## src/rtl/game_flow.sv

```systemverilog
// Round sequencer for the bird/pipe control block: start/over FSM, session high score,
// game-over blink and a sequential double-dabble score-to-BCD converter.
module game_flow #(
    parameter int BLINK_HALF = 5,
    parameter int OVER_DWELL = 20
) (
    input  logic        rst,
    input  logic        clk_100ms,
    input  logic        up,
    input  logic        fail,
    input  logic [15:0] score,
    output logic        game_rst_n,
    output logic [1:0]  state,
    output logic [15:0] high_score,
    output logic        new_record,
    output logic        blink,
    output logic [19:0] digits,
    output logic        bcd_busy
);
    typedef enum logic [1:0] {
        IDLE = 2'd0,
        PLAY = 2'd1,
        OVER = 2'd2
    } state_t;

    localparam int BW = (BLINK_HALF > 1) ? $clog2(BLINK_HALF) : 1;
    localparam int DW = (OVER_DWELL > 1) ? $clog2(OVER_DWELL) : 1;
    localparam logic [BW-1:0] BLINK_LAST = BW'(BLINK_HALF - 1);
    localparam logic [DW-1:0] DWELL_LAST = DW'(OVER_DWELL - 1);

    state_t         state_q;
    state_t         state_n;
    logic           up_q;
    logic           armed;
    logic           press;
    logic           start_round;
    logic           end_round;
    logic [BW-1:0]  blink_cnt;
    logic [DW-1:0]  dwell_cnt;
    logic [15:0]    src;
    logic [15:0]    last_src;
    logic [35:0]    sh;
    logic [35:0]    sh_adj;
    logic [3:0]     count;

    // armed stays low until up is seen low, so a button held through reset is not a press
    assign press = up & ~up_q & armed;
    assign state = state_q;
    assign src   = (state_q == IDLE) ? high_score : score;

    always_comb begin
        state_n     = state_q;
        start_round = 1'b0;
        end_round   = 1'b0;
        case (state_q)
            IDLE: begin
                if (press) begin
                    state_n     = PLAY;
                    start_round = 1'b1;
                end
            end
            PLAY: begin
                if (fail) begin
                    state_n   = OVER;
                    end_round = 1'b1;
                end
            end
            OVER: begin
                if (press && (dwell_cnt == DWELL_LAST)) begin
                    state_n = IDLE;
                end
            end
            default: state_n = IDLE;
        endcase
    end

    always_ff @(posedge clk_100ms or negedge rst) begin
        if (!rst) begin
            state_q    <= IDLE;
            game_rst_n <= 1'b0;
            up_q       <= 1'b0;
            armed      <= 1'b0;
            high_score <= '0;
            new_record <= 1'b0;
            blink      <= 1'b0;
            blink_cnt  <= '0;
            dwell_cnt  <= '0;
        end else begin
            state_q    <= state_n;
            game_rst_n <= (state_n != IDLE);
            up_q       <= up;
            armed      <= armed | ~up;
            if (start_round) begin
                new_record <= 1'b0;
            end
            if (end_round && (score > high_score)) begin
                high_score <= score;
                new_record <= 1'b1;
            end
            // counters run only while staying in OVER, so they read 0 on the entry edge
            if ((state_q == OVER) && (state_n == OVER)) begin
                if (dwell_cnt != DWELL_LAST) begin
                    dwell_cnt <= dwell_cnt + DW'(1);
                end
                if (blink_cnt == BLINK_LAST) begin
                    blink_cnt <= '0;
                    blink     <= ~blink;
                end else begin
                    blink_cnt <= blink_cnt + BW'(1);
                end
            end else begin
                dwell_cnt <= '0;
                blink_cnt <= '0;
                blink     <= 1'b0;
            end
        end
    end

    // sh[35:16] holds the five BCD nibbles, sh[15:0] the binary bits still to shift in
    always_comb begin
        sh_adj = sh;
        for (int i = 0; i < 5; i++) begin
            if (sh[16 + 4*i +: 4] >= 4'd5) begin
                sh_adj[16 + 4*i +: 4] = sh[16 + 4*i +: 4] + 4'd3;
            end
        end
    end

    always_ff @(posedge clk_100ms or negedge rst) begin
        if (!rst) begin
            sh       <= '0;
            count    <= '0;
            last_src <= '0;
            digits   <= '0;
            bcd_busy <= 1'b0;
        end else if (bcd_busy) begin
            sh    <= {sh_adj[34:0], 1'b0};
            count <= count + 4'd1;
            if (count == 4'd15) begin
                digits   <= sh_adj[34:15];
                bcd_busy <= 1'b0;
            end
        end else if (src != last_src) begin
            sh       <= {20'd0, src};
            last_src <= src;
            count    <= '0;
            bcd_busy <= 1'b1;
        end
    end
endmodule

```

## config.mk

```make
export PLATFORM = sky130hd
export DESIGN_NAME = game_flow
export DESIGN_NICKNAME = d
export VERILOG_FILES = /design/src/rtl/game_flow.sv
export SDC_FILE = /design/constraint.sdc
export NUM_CORES = 1
export LEC_CHECK = 0
export ABC_AREA = 1
export CORE_MARGIN = 3
export CORE_UTILIZATION = 55
export CTS_CLUSTER_DIAMETER = 80
export CTS_CLUSTER_SIZE = 24
export DETAILED_ROUTE_END_ITERATION = 6
export DONT_BUFFER_PORTS = 1
export HOLD_SLACK_MARGIN = 0.1
export PLACE_DENSITY = 0.79
export SLEW_MARGIN = 20
export SYNTH_ARGS = -nofsm -noshare
export SYNTH_HDL_FRONTEND = slang
export SYNTH_SLANG_ARGS = --single-unit
export TNS_END_PERCENT = 50
```

## constraint.sdc

```tcl
create_clock -name clk_100ms -period 3.45 [get_ports clk_100ms]
set_input_delay 0.69 -clock clk_100ms [delete_from_list [all_inputs] [get_ports clk_100ms]]
set_output_delay 0.69 -clock clk_100ms [all_outputs]
set_load 0.005 [all_outputs]
```

Yosys cells after proc, flatten, opt, wreduce, memory -nomap -nowiden
Cells that the tools add are included.
{"block": "totals", "romBits": 0, "regBits": 108, "n_memories": 0, "ramBits": 0, "input_bits": 20, "word_cells": 83, "latch_bits": 0}
{"block": "classes", "n_bitwise": 7, "mul": 0, "muxes": 29, "n_eq_ne": 10, "reduce_logical": 9, "shifts": 0, "magnitude_cmp": 6, "add_sub_neg": 8, "div": 0}
{"operator": "$mux 36", "count": 2}
{"operator": "$mux 4", "count": 6}
{"operator": "$ge 4x3->1 const B", "count": 5}
{"operator": "$add 4x2->4 const B", "count": 4}
{"operator": "$gt 16x16->1", "count": 1}
{"operator": "$mux 16", "count": 1}
{"operator": "$ne 16x16->1", "count": 1}
{"operator": "$mux 1", "count": 11}
{"operator": "$mux 5", "count": 2}
{"operator": "$mux 3", "count": 3}
{"operator": "$mux 2", "count": 3}
{"operator": "$pmux 2 s3", "count": 1}
{"operator": "$reduce_bool 2->1", "count": 3}
{"operator": "$add 5x1->5 const B", "count": 1}
{"operator": "$eq 5x5->1 const B", "count": 1}
{"operator": "$ne 5x5->1 const B", "count": 1}
{"operator": "$add 4x1->4 const B", "count": 1}
{"operator": "$eq 2x2->1 const B", "count": 2}
{"operator": "$eq 4x4->1 const B", "count": 1}
{"operator": "$ne 2x1->1 const B", "count": 2}
{"operator": "$not 1->1", "count": 4}
{"operator": "$reduce_and 2->1", "count": 2}
{"operator": "$add 3x1->3 const B", "count": 1}
{"operator": "$add 3x2->3 const B", "count": 1}
{"operator": "other kinds (6)", "count": 9}

Logic depth before layout (Yosys ltp)
Gate-level depths: netlist of the first run.
{"block": "depth", "ltp_word": 9, "mapped_depth": 15, "mapped_depth_nobuf": 13}

Worst setup path after synthesis of the first run
OpenSTA, ideal clock, no wires.
{"block": "synth_timing", "path_kind": "input -> register", "from": "input score[15]", "to": "register high_score[0]", "setup_ns": 0.117, "required_time_ns": 3.333, "stages": 8, "path_slack_ns": 1.233, "arrival_ns": 2.100, "cell_sequence": "ha_1 -> nand4_1 -> nor3_1 -> a31oi_1 -> nand2_1 -> clkbuf_1 -> nand2_1 -> nand2_1"}
{"block": "synth_via", "elab_chain_cells": 2}
{"element": "start, declared", "line": "11", "text": "input logic [15:0] score,"}
{"element": "$gt 16x16->1", "line": "96", "text": "if (end_round && (score > high_score)) begin"}
{"element": "$logic_and 1x1->1", "line": "96"}
{"element": "end signal, assigned", "line": "97", "text": "high_score <= score;"}
{"element": "end, declared", "line": "14", "text": "output logic [15:0] high_score,"}
Every way passes these cells.
A chain may end at the register's enable or synchronous reset.

Worst setup path in the final report of the first run
{"block": "layout_timing", "from": "register state_q[0] (netlist: state[0])", "to": "register count[3]"}
{"block": "layout_via", "elab_chain_cells": 4}
{"element": "start, declared", "line": "31", "text": "state_t state_q;"}
{"element": "start signal, assigned", "line": "89", "text": "state_q <= state_n;"}
{"element": "$logic_not 2->1", "line": "49", "text": "assign src = (state_q == IDLE) ? high_score : score;"}
{"element": "$mux 16", "line": "49"}
{"element": "$ne 16x16->1", "line": "143", "text": "end else if (src != last_src) begin"}
{"element": "$reduce_bool 2->1 (no source line)"}
{"element": "end signal, assigned", "line": "138", "text": "count <= count + 4'd1;"}
{"element": "end, declared", "line": "44", "text": "logic [3:0] count;"}
Every way passes these cells.

==> results of run 1 <==
==> layout make-up <==
cell class	count	area share [%]
Inverter	69	4.111
Tap cell	136	2.701
Sequential cell	108	42.90
Timing Repair Buffer	9	1.390
Clock buffer	10	2.026
Multi-Input combinational cell	593	45.86
Clock inverter	6	1.013
==> synth_stat cells (5+ instances only) <==
| master | number |
|---|---|
| nand2_1 | 359 |
| inv_1 | 65 |
| clkbuf_1 | 17 |
| xor2_1 | 14 |
| nand4_1 | 42 |
| dfrtp_1 | 108 |
| nor2_1 | 30 |
| a21oi_1 | 31 |
| buf_2 | 5 |
| ha_1 | 30 |
| nand3_1 | 55 |
| o21ai_0 | 12 |
| buf_6 | 7 |
==> power groups by stage <==
stage	logic (W)	clock network, W	registers (W)
2_1_floorplan	0.00197	0	0.00218
3_3_place_gp	0.00225	0	0.00230
3_5_place_dp	0.00238	0	0.00231
4_1_cts	0.00243	0.000788	0.00230
5_1_grt	0.00286	0.000848	0.00237
6_report	0.00241	0.000765	0.00229
==> per-stage QoR <==
step	cell area [µm²]	hold WS [ps]	cells	power [W]	util [%]
2_1_floorplan	6045	394.4	803	0.004152	-
3_3_place_gp	6081	397.5	914	0.004550	57.86
3_5_place_dp	6081	396.7	914	0.004696	57.86
4_1_cts	6300	275.9	931	0.005513	59.95
5_1_grt	6300	284.8	931	0.006076	59.95
6_report	6300	236.1	931	0.005469	59.95
==> kinds of logic (layout without fill, tap and decap cells) <==
logic type,count (synthesis),count (layout)
AO/OA/AOI/OAI,48,48
XOR/XNOR,16,16
adder cells (fa/ha/maj),30,30
buffers and inverters,102,94
flip-flops,108,108
AND/OR/NAND/NOR,499,499
==> what timing repair did <==
| action | 4_1_cts | 5_1_grt |
|---|---|---|
| hold buffers | 1 | 0 |
| endpoints found under the hold margin | 108 | 0 |
| gates resized for setup | 0 | 0 |
==> how the worst max path moves through the flow <==
| stage | start | endpoint | slack (ps) | cells past startpoint |
|---|---|---|---|---|
| after global routing | state[0]$_DFF_PN0_ | last_src[5]$_DFFE_PN0P_ | 410 | 12 |
| after floorplan | score[15] | high_score[0]$_DFFE_PN0P_ | 1230 | 8 |
| after detailed placement | state[0]$_DFF_PN0_ | count[3]$_DFFE_PN0P_ | 670 | 11 |
| after global placement | state[1]$_DFF_PN0_ | sh[1]$_DFFE_PN0P_ | 830 | 11 |
| final | state[0]$_DFF_PN0_ | count[3]$_DFFE_PN0P_ | 640 | 11 |
| after CTS | state[0]$_DFF_PN0_ | last_src[12]$_DFFE_PN0P_ | 640 | 12 |
==> routing by layer <==
layer	part of all wire, %	wire (µm)	global-route usage, %
met3	4.1	524	3.930
met1	44	5721	28.11
met2	50	6451	37.99
met5	0	0	0
met4	1.4	180	6.568
==> state kept, by name (all words and copies together), names as in the netlist <==
register,flops
armed,1
count,4
dwell_cnt,5
sh,36
new_record,1
up_q,1
digits,20
high_score,16
game_rst_n,1
last_src,16
blink,1
blink_cnt,3
state,2
bcd_busy,1
==> summary.md, run 1 <==
| Metric | Value |
|---|---|
| Status | complete, no violations |
| CTS tree | yes |
| Fin. max-slew vios | 0 |
| Total grt overflow | 0 |
| IO buf count | 0 |
| Internal | around 0.0030 W |
| Synthesis-stage register bit count | about 110 |
| Multi-input logic area | between 2000 and 3000 µm² |
| First-pass GRT wire length | about 23 mm |
| Commonest non-fill, non-tap cells in the layout | nand2_1 (359), dfrtp_1 (108), inv_1 (65) |
| Reg2Reg Depth | 11 |
| CP required | 3750 ps |
| Critical path arrival | 3110 ps |
| Maximum VDD drop | approximately 0.44 mV |
| Primary FF master, synth | dfrtp_1 |
| Vias in the first global route | roughly 5000 |
| Max_slew headroom | 42.91% |
| Post-route DRC | 0 |
| Unrepaired setup endpoints after global routing | false |
| Rows | 37 |
| Sw Share | 45.21% |
| Area grow syn2layout | 4.223% |
| Slowest cell on crit path | nor2_2 |
| Antenna violations before repair | 0 |
| Endpoint type of the worst setup path | flop |
| Clock Power Share | 14.0% |
| Clock root buffer | clkbuf_8 |
| Crit Path Class | reg2reg |
| Synth unique cells | 31 |
| Type of the tightest min-delay check | in2async |
| Register Area | 2703 µm² |
| EDFF count, synth | 0 |
| Post-synthesis mux area share | 0% |
| Compound-Gate Fraction of Synth Area | 4.181% |
| Crit path buf inv count | 2 |
| Ranking of synthesized cells by area | dfrtp_1 (45%), nand2_1 (22%), ha_1 (6.2%), nand3_1 (4.6%), nand4_1 (4.3%) |
| Final net count | 840 |
| Most common cell after layout, fill and taps aside | nand2_1 |
| Synth Area in Simple Gates | 35.09% |
| Layout cells sized above 1 | 4.528% |
| CTS H-Tree Depth | 3 |
| Initial Utilization | about 58% |
| Crit start category | flop |
| Fin crit period | between 2000 and 3000 ps |
| Critical path, cell by cell | nor2_2 -> buf_4 -> nand2_1 -> nand3_1 -> nand2_1 -> nor2_1 -> nand2_2 -> nor2_8 -> buf_4 -> nand4_1 -> nand2_1 |
| Post-Synth Adder-Cell Area | 6.210% |
| Setup TNS | 0 ps |
| Post-synthesis async set-or-reset flop share | between 90% and 100% |
| CTS clk-pin slew, worst paths | about 100 ps |
| Reg-to-Reg End | count[3]$_DFFE_PN0P_ |
| R2R Setup Slk | 640 ps |
| Final HPWL DP | 8.862 mm |
| Diode count | 0 |
| Die Span X | 110.8 µm |
| Top-level I/O count | 62 |
| Placement Setup Slack | 673.6 ps |
| Most frequent CP cell | nand2_1 |
| Initial drt markers | ~360 |
| Post-synth net total | 853 |
| Total die area | 12280 µm² |
| GP Congestion | ~0.8 |
| All-Layer GR Usage | 21.95% |
| Wire length per cell | 13.83 µm |
| Clock Latency Late Sink | 370 ps |
| Post-synthesis sequential area ratio | 44.71% |
| Pin count of the biggest net entering global routing | around 110 |
| Drt first pass iters | 6 |
| CORE AREA | 10510 µm² |
| Worst Tran Pin Value | 855.1 ps |
| Number of clock sinks | 108 |
| Final setup viols | 0 |
| Total number of vias | 5058 |
| Largest family of logic cells by synthesized area | simple AND/OR/NAND/NOR gates |
| Clock Tree Buf Depth | 2 |
| Sequential share of power | 42.0% |
| Fill count | 938 |
| Routed wire length | 12.88 mm |
| CP Max Fanout | 23 |
| Final setup margin | 641.4 ps |
| Syn. warnings | 0 |
| Mapped Area | 6045 µm² |
| Critical Path Max Stage Delay | 590 ps |
| Via density | 5.433 |
| XOR/XNOR Fraction of Synth Area | around 2.3% |
| Synthesized area per cell | ~7.5 µm² |
| Leakage | 3.495 nW |
| Setup bufs post-CTS | 0 |
| Yosys top cell by area | dfrtp_1 |
| Chip Height | 110.8 µm |
| FF-to-FF Start | state[0]$_DFF_PN0_ |
| Fmax | 356.1 MHz |
| Combinational cell fraction of total power | 44.1% |
| Period utilization | 81.41% |
| Cell count after synthesis | ~800 |
| Fin. Hold Viols | 0 |
| Cell area power density | 868.2 nW/µm² |
| CTS Buf Count | 9 |
| Final Skew | 11.77 ps |
| Synth top area share | 44.71% |
| CP top delay family | simple AND/OR/NAND/NOR gates |
| Max Cap Viol | 0 |
| Net Sw Power | 0.002473 W |
| ANT nets after route | 0 |
Note: power is estimated with default switching activity, not from simulation.
==> run 2, diff against run 1 <==
--- a/config.mk
+++ b/config.mk
@@ -5,7 +5,7 @@
 export SDC_FILE = /design/constraint.sdc
 export NUM_CORES = 1
 export LEC_CHECK = 0
-export ABC_AREA = 1
+export ABC_AREA = 0
 export CORE_MARGIN = 3
 export CORE_UTILIZATION = 55
 export CTS_CLUSTER_DIAMETER = 80
==> constraint.sdc (replaced) <==
create_clock -name clk_100ms -period 2.8 [get_ports clk_100ms]
set_input_delay 0.56 -clock clk_100ms [delete_from_list [all_inputs] [get_ports clk_100ms]]
set_output_delay 0.56 -clock clk_100ms [all_outputs]
set_load 0.005 [all_outputs]
==> run 2 against run 1 <==
Effect of this change: the flow now finishes with violations (negative hold slack); critical path depth is 3 lower; clock power grew 14%; sequential cell count did not move; hold slack lost 370 ps; clock skew rose by 2.4 ps; sequential power increased by 28%; core utilization is 1.9 points higher; design area down 1.8%; fmax rose by 2.8%.
==> summary.md, run 2 <==
| Metric | Value |
|---|---|
| CTS H-Tree Depth | 3 (unchanged) |
| Setup TNS | 0 ps (unchanged) |
| Most common cell after layout, fill and taps aside | dfrtp_1 |
| Failing checks | negative hold slack |
| Die Span X | 108.3 µm (-2.3%) |
| FF-to-FF Start | state[1]$_DFF_PN0_ |
| Post-synth net total | 613 (-28%) |
| Total die area | 11740 µm² (-4.5%) |
| Final net count | 623 (-26%) |
| CP Max Fanout | 22 (-4.3%) |
| Endpoint type of the worst setup path | flop |
| Cell area power density | 1091 nW/µm² (+26%) |
| Worst Tran Pin Value | 643.0 ps (-212.1 ps) |
| Number of clock sinks | 108 (unchanged) |
| Initial Utilization | 57.61% (+0.089 points) |
| Total grt overflow | 0 (unchanged) |
| Clock Tree Buf Depth | 2 (unchanged) |
| Fin crit period | 2732 ps (-77.08 ps) |
| Initial drt markers | 352 (-1.7%) |
| Register Area | 2703 µm² (unchanged) |
| Total number of vias | 4364 (-14%) |
| Drt first pass iters | 4 (-2) |
| Top-level I/O count | 62 (unchanged) |
| Critical Path Sink | last_src[7]$_DFFE_PN0P_ |
| Most frequent cell after synthesis | dfrtp_1 |
| Commonest non-fill, non-tap cells in the layout | dfrtp_1 (108), o21ai_0 (56), nand2_1 (44) |
| EDFF count, synth | 0 (unchanged) |
| Yosys top cell by area | dfrtp_1 |
| Post-synthesis async set-or-reset flop share | 100.0% (unchanged) |
| Biggest regs | sh: 36 flops, digits: 20 flops |
| Final Skew | 14.18 ps (+2.410 ps) |
| Period utilization | 97.55% (+16 points) |
| Reg-to-Reg End | last_src[7]$_DFFE_PN0P_ |
| Ranking of synthesized cells by area | dfrtp_1 (47%), ha_1 (6.5%), o21ai_0 (4.9%), mux2_2 (3.9%), nand2_1 (2.9%) |
| IO buf count | 0 (unchanged) |
| Chip Height | 108.3 µm (-2.3%) |
| CTS tree | yes |
| Max_slew headroom | 56.74% (+14 points) |
| Crit Path Class | reg2reg |
| Clock Latency Late Sink | 380 ps (about the same) |
| Placed Area | 5991 µm² (-1.5%) |
| Most flops, register | sh |
| Synthesis-stage register bit count | 108 (unchanged) |
| Wire length per cell | 18.32 µm (+32%) |
| Layout cells sized above 1 | 14.06% (+9.5 points) |
| Maximum VDD drop | 0.4653 mV (+5.4%) |
| Fin Hold WS | -132.2 ps (-368.3 ps) |
| Final setup viols | 0 (unchanged) |
| All-Layer GR Usage | 23.06% (+1.1 points) |
| CORE AREA | 10000 µm² (-4.8%) |
| Clock root buffer | clkbuf_8 |
| Synthesized area per cell | 10.23 µm² (+36%) |
| Via density | 6.155 (+13%) |
| Fmax | 366.1 MHz (+2.8%) |
| Final total power | 0.006749 W (+23%) |
| Layout Utilization | 61.89% (+1.9 points) |
| Fin. max-slew vios | 0 (unchanged) |
| Type of the tightest min-delay check | in2async |
| Max reg flops | 36 (unchanged) |
| GP Congestion | 0.9225 (+14%) |
| Fin area | 6188 µm² (-1.8%) |
| Mapped Area | 5761 µm² (-4.7%) |
| Antenna violations before repair | 0 (unchanged) |
| Pin count of the biggest net entering global routing | 109 (unchanged) |
| Critical path arrival | 2990 ps (-120 ps) |
| Post-route DRC | 0 (unchanged) |
| Status | complete, but fails checks |
| Synth unique cells | 53 (+71%) |
| Primary FF master, synth | dfrtp_1 |
| CTS Buf Count | 9 (unchanged) |
| Leakage | 2.689 nW (-23%) |
| Fin. Hold Viols | 108 (+108) |
| Routed wire length | 12.99 mm (+0.85%) |
| Post-synth top cells | dfrtp_1 (108), o21ai_0 (56), nand2_1 (44), inv_1 (38), a21oi_1 (31) |
| Area grow syn2layout | 7.428% |
| CP required | 3060 ps (-690 ps) |
| First-pass GRT wire length | 21.21 mm (-7.6%) |
| Rows | 36 (-2.7%) |
| Cell count after synthesis | 563 (-30%) |
| ANT nets after route | 0 (unchanged) |
| Final HPWL DP | 9.249 mm (+4.4%) |
| R2R Setup Slk | 70 ps (-570 ps) |
| Diode count | 0 (unchanged) |
| Synth top area share | 46.92% (+2.2 points) |
| CTS clk-pin slew, worst paths | 100 ps (about the same) |
| Max Cap Viol | 0 (unchanged) |
| Vias in the first global route | 4386 (-12%) |
| Reg2Reg Depth | 8 (-3) |
| Crit path from | state[1]$_DFF_PN0_ |
| Crit start category | flop |
| Fill count | 821 (-12%) |
| Multi-input logic area | 2808 µm² (-2.8%) |
| Post-synthesis sequential area ratio | 46.92% (+2.2 points) |
| Syn. warnings | 0 (unchanged) |
run 2: power by group:
group | total (W) | internal, W | switching (W)
logic | 0.00296 | 0.00135 | 0.00162
registers | 0.00292 | 0.00222 | 0.000696
clock network | 0.000869 | 0.000339 | 0.000530
total | 0.00675 | 0.00391 | 0.00284
run 2: metrics by stage:
step / setup WS [ps] / instances
final: 68.49 / 709
after global routing: -18.81 / 709
after CTS: 20.74 / 707
after detailed placement: 37.55 / 693
after global placement: 68.97 / 693
after floorplan: 83.95 / 563
run 2: kinds of logic after synthesis:
logic type                 synth area share [%]
AOI/OAI and AO/OA                         15.96
buffers and inverters                     4.778
DFF                                       46.92
and+or+nand+nor                           14.49
muxes                                     7.081
xor gates and xnor gates                  4.257
adders and majority gates                 6.516
run 2: area by class of cell:
| cell class | instances | share of cell area, % |
|---|---|---|
| Tap cell | 133 | 2.689 |
| Multi-Input combinational cell | 390 | 45.37 |
| Sequential cell | 108 | 43.67 |
| Clock inverter | 4 | 0.4448 |
| Inverter | 39 | 2.366 |
| Clock buffer | 10 | 2.224 |
| Timing Repair Buffer | 25 | 3.235 |
run 2: timing repair:
item | 4_1_cts | 5_1_grt
endpoints found under the setup margin | 0 | 28
buffers inserted | 0 | 1
endpoints found under the hold margin | 108 | 108
gates resized for setup | 0 | 4
run 2: worst min path at each step:
stage               startpoint                         end  slack, ps  cells past startpoint
detailed placement         rst      blink_cnt[2]$_DFF_PN0_        270                      0
CTS                        rst       digits[4]$_DFFE_PN0P_       -150                      0
finish                     rst  high_score[12]$_DFFE_PN0P_       -130                      0
global placement           rst      blink_cnt[2]$_DFF_PN0_        270                      0
floorplan                  rst             armed$_DFF_PN0_        260                      0
global route               rst       digits[4]$_DFFE_PN0P_       -150                      0
run 2: routing by layer:
metal | vias to the layer above | share of wire [%] | global-route usage, %
met5 | - | 0 | 0
met4 | 0 | 2.5 | 10.10
met3 | 23 | 6.6 | 4.299
met2 | 144 | 47 | 36.55
met1 | 2143 | 44 | 31.14
li1 | 2054 | - | -
run 2: critical path, cell delays in order (launching register included):
cell and delay [ps]:
dfrtp_1 400, or2_4 300, buf_4 190, a221oi_2 250
a22oi_2 140, or4_4 590, o21ai_4 200, buf_12 190
mux2_1 340
